File: config.mk
export PLATFORM = sky130hd
export DESIGN_NAME = menu_controller
export DESIGN_NICKNAME = d
export VERILOG_FILES = /design/src/rtl/menu_controller.sv
export SDC_FILE = /design/constraint.sdc
export NUM_CORES = 1
export LEC_CHECK = 0
export BUFFER_PORTS_ARGS = -buffer_cell sky130_fd_sc_hd__buf_2
export CAP_MARGIN = 20
export CORE_UTILIZATION = 26
export CTS_BUF_LIST = sky130_fd_sc_hd__clkbuf_8
export DETAILED_ROUTE_END_ITERATION = 6
export GPL_TIMING_DRIVEN = 0
export PLACE_DENSITY = 0.49
export SLEW_MARGIN = 25
export SYNTH_ARGS = -nofsm -noshare
export SYNTH_HDL_FRONTEND = slang
export SYNTH_SLANG_ARGS = --single-unit
File: constraint.sdc
create_clock -name clk -period 6.4 [get_ports clk]
set_input_delay 0.96 -clock clk [delete_from_list [all_inputs] [get_ports clk]]
set_output_delay 0.96 -clock clk [all_outputs]
set_load 0.02 [all_outputs]
File: src/rtl/menu_controller.sv
// On-screen settings menu sequencer: debounces four front-panel buttons and runs the
// hidden/browse/edit state machine that drives the overlay highlight and parameter registers.
module menu_controller #(
    parameter int          NUM_ITEMS      = 5,
    parameter logic [15:0] DEB_CYCLES     = 16'd50000,
    parameter logic [9:0]  ITEM_Y0        = 10'd104,
    parameter logic [9:0]  ITEM_H         = 10'd40,
    parameter logic [9:0]  TIMEOUT_FRAMES = 10'd600,
    parameter logic [7:0]  PARAM_MAX      = 8'd255
) (
    input  logic                   clk,
    input  logic                   reset,
    input  logic                   btn_menu,
    input  logic                   btn_up,
    input  logic                   btn_down,
    input  logic                   btn_ok,
    input  logic                   frame_start,
    output logic                   menu_en,
    output logic                   edit_mode,
    output logic [2:0]             sel_item,
    output logic [9:0]             hl_y1,
    output logic [9:0]             hl_y2,
    output logic [7:0]             edit_val,
    output logic                   param_wr,
    output logic [2:0]             param_addr,
    output logic [NUM_ITEMS*8-1:0] param_flat
);
    localparam logic [2:0] LAST_ITEM = 3'(NUM_ITEMS - 1);

    typedef enum logic [1:0] {S_HIDDEN, S_BROWSE, S_EDIT} state_t;

    state_t     r_state;
    state_t     w_state_next;
    logic [3:0] w_btn_raw;
    logic [3:0] w_press;
    logic       w_menu, w_ok, w_up, w_down, w_any, w_timeout, w_commit;
    logic       w_menu_en, w_edit_mode;
    logic [7:0] w_cur_param;
    logic [9:0] w_hl_y1_next;
    logic [2:0] r_sel;
    logic [7:0] r_edit_val;
    logic       r_param_wr;
    logic [2:0] r_param_addr;
    logic [9:0] r_frame_cnt;
    logic [9:0] r_hl_y1;
    logic [9:0] r_hl_y2;

    assign w_btn_raw = {btn_ok, btn_down, btn_up, btn_menu};

    genvar gi;
    generate
        for (gi = 0; gi < 4; gi++) begin : g_deb
            logic        r_sync1, r_sync2, r_level, r_level_d;
            logic [15:0] r_cnt;
            // Counter runs only while the synchronized level disagrees with the accepted one,
            // so any bounce back to the accepted level restarts the stability window.
            always_ff @(posedge clk or posedge reset) begin
                if (reset) begin
                    r_sync1   <= 1'b0;
                    r_sync2   <= 1'b0;
                    r_level   <= 1'b0;
                    r_level_d <= 1'b0;
                    r_cnt     <= '0;
                end else begin
                    r_sync1   <= w_btn_raw[gi];
                    r_sync2   <= r_sync1;
                    r_level_d <= r_level;
                    if (r_sync2 == r_level) begin
                        r_cnt <= '0;
                    end else if (r_cnt == DEB_CYCLES - 16'd1) begin
                        r_level <= r_sync2;
                        r_cnt   <= '0;
                    end else begin
                        r_cnt <= r_cnt + 16'd1;
                    end
                end
            end
            assign w_press[gi] = r_level & ~r_level_d;
        end
    endgenerate

    // Simultaneous presses: menu > ok > up > down.
    assign w_menu    = w_press[0];
    assign w_ok      = w_press[3] & ~w_press[0];
    assign w_up      = w_press[1] & ~w_press[0] & ~w_press[3];
    assign w_down    = w_press[2] & ~w_press[0] & ~w_press[3] & ~w_press[1];
    assign w_any     = |w_press;
    assign w_timeout = (r_state != S_HIDDEN) && (r_frame_cnt == TIMEOUT_FRAMES) && !w_any;
    assign w_commit  = (r_state == S_EDIT) && w_ok;

    always_ff @(posedge clk or posedge reset) begin
        if (reset) r_state <= S_HIDDEN;
        else       r_state <= w_state_next;
    end

    always_comb begin
        w_state_next = r_state;
        case (r_state)
            S_HIDDEN: if (w_menu) w_state_next = S_BROWSE;
            S_BROWSE: begin
                if (w_menu)         w_state_next = S_HIDDEN;
                else if (w_ok)      w_state_next = S_EDIT;
                else if (w_timeout) w_state_next = S_HIDDEN;
            end
            S_EDIT: begin
                if (w_menu || w_ok) w_state_next = S_BROWSE;
                else if (w_timeout) w_state_next = S_HIDDEN;
            end
            default: w_state_next = S_HIDDEN;
        endcase
    end

    always_comb begin
        w_menu_en   = (r_state != S_HIDDEN);
        w_edit_mode = (r_state == S_EDIT);
    end

    always_comb begin
        w_cur_param = '0;
        for (int i = 0; i < NUM_ITEMS; i++)
            if (r_sel == 3'(i)) w_cur_param = param_flat[8*i +: 8];
    end

    assign w_hl_y1_next = ITEM_Y0 + 10'(r_sel) * ITEM_H;

    always_ff @(posedge clk or posedge reset) begin
        if (reset) begin
            r_sel        <= '0;
            r_edit_val   <= '0;
            r_param_wr   <= 1'b0;
            r_param_addr <= '0;
            r_frame_cnt  <= '0;
            r_hl_y1      <= ITEM_Y0;
            r_hl_y2      <= ITEM_Y0 + ITEM_H - 10'd1;
        end else begin
            r_param_wr <= w_commit;
            if (w_commit) r_param_addr <= r_sel;
            r_hl_y1 <= w_hl_y1_next;
            r_hl_y2 <= w_hl_y1_next + ITEM_H - 10'd1;
            if (w_any || w_state_next == S_HIDDEN) r_frame_cnt <= '0;
            else if (frame_start)                  r_frame_cnt <= r_frame_cnt + 10'd1;
            case (r_state)
                S_HIDDEN: if (w_menu) r_sel <= '0;
                S_BROWSE: begin
                    if (w_ok)        r_edit_val <= w_cur_param;
                    else if (w_up)   r_sel <= (r_sel == 3'd0) ? LAST_ITEM : r_sel - 3'd1;
                    else if (w_down) r_sel <= (r_sel == LAST_ITEM) ? 3'd0 : r_sel + 3'd1;
                end
                S_EDIT: begin
                    if (w_up && r_edit_val < PARAM_MAX)        r_edit_val <= r_edit_val + 8'd1;
                    else if (w_down && r_edit_val != 8'd0)     r_edit_val <= r_edit_val - 8'd1;
                end
                default: ;
            endcase
        end
    end

    generate
        for (gi = 0; gi < NUM_ITEMS; gi++) begin : g_param
            logic [7:0] r_param;
            always_ff @(posedge clk or posedge reset) begin
                if (reset)                              r_param <= '0;
                else if (w_commit && r_sel == 3'(gi))   r_param <= r_edit_val;
            end
            assign param_flat[8*gi +: 8] = r_param;
        end
    endgenerate

    assign menu_en    = w_menu_en;
    assign edit_mode  = w_edit_mode;
    assign sel_item   = r_sel;
    assign hl_y1      = r_hl_y1;
    assign hl_y2      = r_hl_y2;
    assign edit_val   = r_edit_val;
    assign param_wr   = r_param_wr;
    assign param_addr = r_param_addr;
endmodule
==> results.md <==
Synthesis:
- Synthesis handed over a netlist of 755 instances.
- The number of warning messages in the yosys log is 0.
- Among all cell types in the netlist, the one instantiated most often is dfrtp_1.
- The predominant post-synthesis flop cell is dfrtp_1.
- The count of flip-flops with a built-in enable after synthesis is 0.
- The count of cell types in the netlist is 67.
- For this run, asynchronously set or reset flops after synthesis account for 100.0%.
- Sorting the synthesized cells by area gives the leading types as dfrtp_1 49%, mux2_2 5.8%, xnor2_1 5.1%.
- The most area-hungry cell type in the Yosys netlist is dfrtp_1.
- The commonest cells after synthesis are 155 x dfrtp_1, 103 x nor2_1, 48 x nand2_1, 46 x xnor2_1, 41 x mux2_2.
- The mean area per synthesized cell is roughly 10 um^2.
- In this run, synthesis produced a sequential element count of ~160.
- The fraction of post-synthesis cell area in the top cell type by area is about 49%.
- Sequential elements use ~50% of the synthesized area.
- The area of the mapped netlist is between 7000 and 8000 um^2.

Critical path:
- STA puts the critical path data required time at about 6.8 ns.
- Along the worst path, the maximum fanout reaches 7.
- The kind of critical path is flip-flop to flip-flop.
- STA classifies the critical path startpoint as a flip-flop.
- STA classifies the critical path endpoint as a flip-flop.
- Data on the critical path arrives at its endpoint at around 3.5 ns.

Floorplanning:
- The core region is ~30,000 um^2.
- In this run the vertical extent of the chip is about 180 um.
- The initialized floorplan defines 63 standard-cell rows.
- The die is around 180 um wide.
- The die footprint is roughly 31,000 um^2.
- The initial cell density of the core is 26.53%.
- For this design the top-level I/O count stands at 84.

GRT:
- The number of global-route vias before repair is ~5,700.
- The global-route total usage across every layer is roughly 13%.
- The number of antenna violations at the first check in global routing is 0.
- The largest net degree at the start of global routing is 86.
- The total congestion overflow is 0.
- The first global-routing pass estimated about 31 mm of wire.

Timing:
- After layout, the minimum clock period comes to 3.080 ns.
- Setup violations remaining at the end of the flow were counted as 0.
- Hold timing on the final database bottoms out at a slack of ~0.35 ns.
- In this run the tightest slew margin relative to its limit is 53.64%.
- The setup TNS is 0 ns.
- The maximum clock rate is 0.3247 GHz.
- On the final layout, the worst clock skew is ~0.027 ns.
- Setup repair after global routing left no endpoint under its margin.
- The count of endpoints failing hold in the final timing report is 0.
- The post-route fraction of the period consumed by the critical path is 48.12%.
- The transition time at the pin with the least slew margin is approximately 0.70 ns.
- The max-slew violation total from the final report is 0.

CTS:
- The hold buffer count at cts is 0.
- The number of resized instances in the post-cts repair step is 0.
- The TritonCTS buffer count is 17.
- TritonCTS built the clock tree.
- Clock tree synthesis found a total of around 160 sinks.
- In this run the clock root is driven by a clkbuf_8.
- The post-CTS setup buffer count is 0.
- The deepest level of the CTS H-tree is 4.
- The clock latency at the later pin of the worst-skew pair is around 0.46 ns.
- The maximum buffer depth of the clock tree is 2.
- The clock transition at the registers of the reported paths is about 0.10 ns.

Detailed routing:
- The average wire per cell in the routed design is between 10 and 15 um.
- The wire length after detailed routing is ~19 mm.
- The count of antenna-violating nets left after detailed routing is 0.
- The number of optimization iterations in the first detailed-route pass is 5.
- The total DRC errors in the routed layout is 0.
- After detailed routing, the number of vias per cell comes to about 4.5.
- The detailed router finished its first iteration with 300 violations.
- Detailed routing inserted a total of ~5,700 vias.

Place:
- Detailed placement finished with a half-perimeter wire length of about 13 mm.
- Counting tap cells, the placed design contains a total of approximately 1,200 instances.
- The routability congestion estimate from global placement is roughly 0.8.
- The number of buffers added on ports is between 70 and 80.

Pwr:
- The analysis attributes to cell leakage a power of around 4.3 nW.
- In this run the power density over the cells is 200.7 nW/um^2.
- The worst vdd rail ir drop is ~0.11 mV.

Layout:
- Cells fill between 30% and 40% of the core in the end.
- Cells with a size suffix above 1 make up a little over a fifth of the layout.
- The area growth from synthesis to layout is 16.97%.
- The number of non-filler instances in the completed layout is ~1,300.
- At the end of the flow, the number of nets in the layout was slightly below 900.

Worst hold path:
- The tightest min-delay check is of the flip-flop to flip-flop type.

Outcome:
- The run finished with clean final reports.

Job:
- The max capacitance violation total is 0.
-- report_power, final --
| group | internal (W) | switching, W | leakage [nW] |
|---|---|---|---|
| combinational | 0.0000129 | 0.0000350 | 1.95 |
| clock | 0.000378 | 0.000411 | 0.214 |
| sequential | 0.00101 | 0.00000620 | 2.18 |
-- worst max-delay path, cell delays in order (launching register included) --
cell and delay, ns:
dfrtp_1 0.41, and2b_1 0.30, and3_1 0.19, buf_2 0.17
nand2_1 0.22, ha_1 0.37, a211o_1 0.38, a2111oi_2 0.33
o2111ai_1 0.18, a2111o_1 0.40, nand3_1 0.07
-- state kept, by name (all words and copies together) (netlist names) --
signal / cells
g_deb.r_level: 4
r_state: 2
sel_item: 3
g_param.r_param: 40
g_deb.r_level_d: 4
param_wr: 1
g_deb.r_sync2: 4
edit_val: 8
g_deb.r_sync1: 4
hl_y1: 5
hl_y2: 7
r_frame_cnt: 10
g_deb.r_cnt: 64
param_addr: 3
-- cell families after synthesis --
group	count (synthesis)	share of synthesized area [%]
multiplexers	48	6.775
AND/OR/NAND/NOR	302	19.09
other	2	0.09502
XOR/XNOR	76	8.422
flip-flops	159	50.40
AO/OA/AOI/OAI	85	7.472
buffers and inverters	55	3.213
adder cells (fa/ha/maj)	28	4.527
-- cell type report --
class,instances,area (um^2)
Tap cell,390,488.0
Sequential cell,159,3984
Inverter,23,93.84
Clock buffer,19,261.5
Clock inverter,13,153.9
Antenna cell,1,2.502
Fill cell,3142,20550
Buffer,32,167.7
Timing Repair Buffer,78,412.9
Multi-Input combinational cell,545,3681
-- cells in the final DEF, fill, tap and decap left out, types with 17 or more instances in the layout --
cell type / count
and3_1: 21
buf_2: 82
clkbuf_1: 17
clkbuf_8: 19
dfrtp_1: 155
ha_1: 27
inv_1: 23
mux2_2: 41
nand2_1: 48
nand3_1: 31
nand4_1: 20
nor2_1: 103
nor3_1: 29
o21ai_0: 26
xnor2_1: 46
xor2_1: 30
-- metal layers --
layer	vias up	track usage, %	routed length (um)
met5	-	0	0
met4	0	3.556	298
met3	15	2.885	635
met2	90	19.73	8551
met1	2750	17.95	9330
li1	2825	-	-
-- final timing paths --
path                       slack [ns]  cells after the start                          from                          end
max                              3.32                     10  g_deb[1].r_level$_DFFE_PP0P_      edit_val[7]$_DFFE_PP0P_
min                              0.35                      0    g_deb[1].r_sync1$_DFF_PP0_   g_deb[1].r_sync2$_DFF_PP0_
max reg2reg                      3.32                     10  g_deb[1].r_level$_DFFE_PP0P_      edit_val[7]$_DFFE_PP0P_
min reg2reg                      0.35                      0    g_deb[1].r_sync1$_DFF_PP0_   g_deb[1].r_sync2$_DFF_PP0_
max in group asynchronous        5.01                      3                         reset           hl_y2[3]$_DFF_PP1_
min in group asynchronous        0.55                      2                         reset  g_deb[2].r_cnt[7]$_DFF_PP0_
-- per-stage QoR --
step	setup slack [ns]	instance area [um^2]	power (W)
2_1_floorplan	1.155	7919	0.001071
3_3_place_gp	-1.132	8792	0.001087
3_5_place_dp	3.351	8827	0.001089
4_1_cts	3.323	9243	0.001890
5_1_grt	3.140	9243	0.001943
6_report	3.320	9245	0.001856
Power figures use the tool's default switching activity.
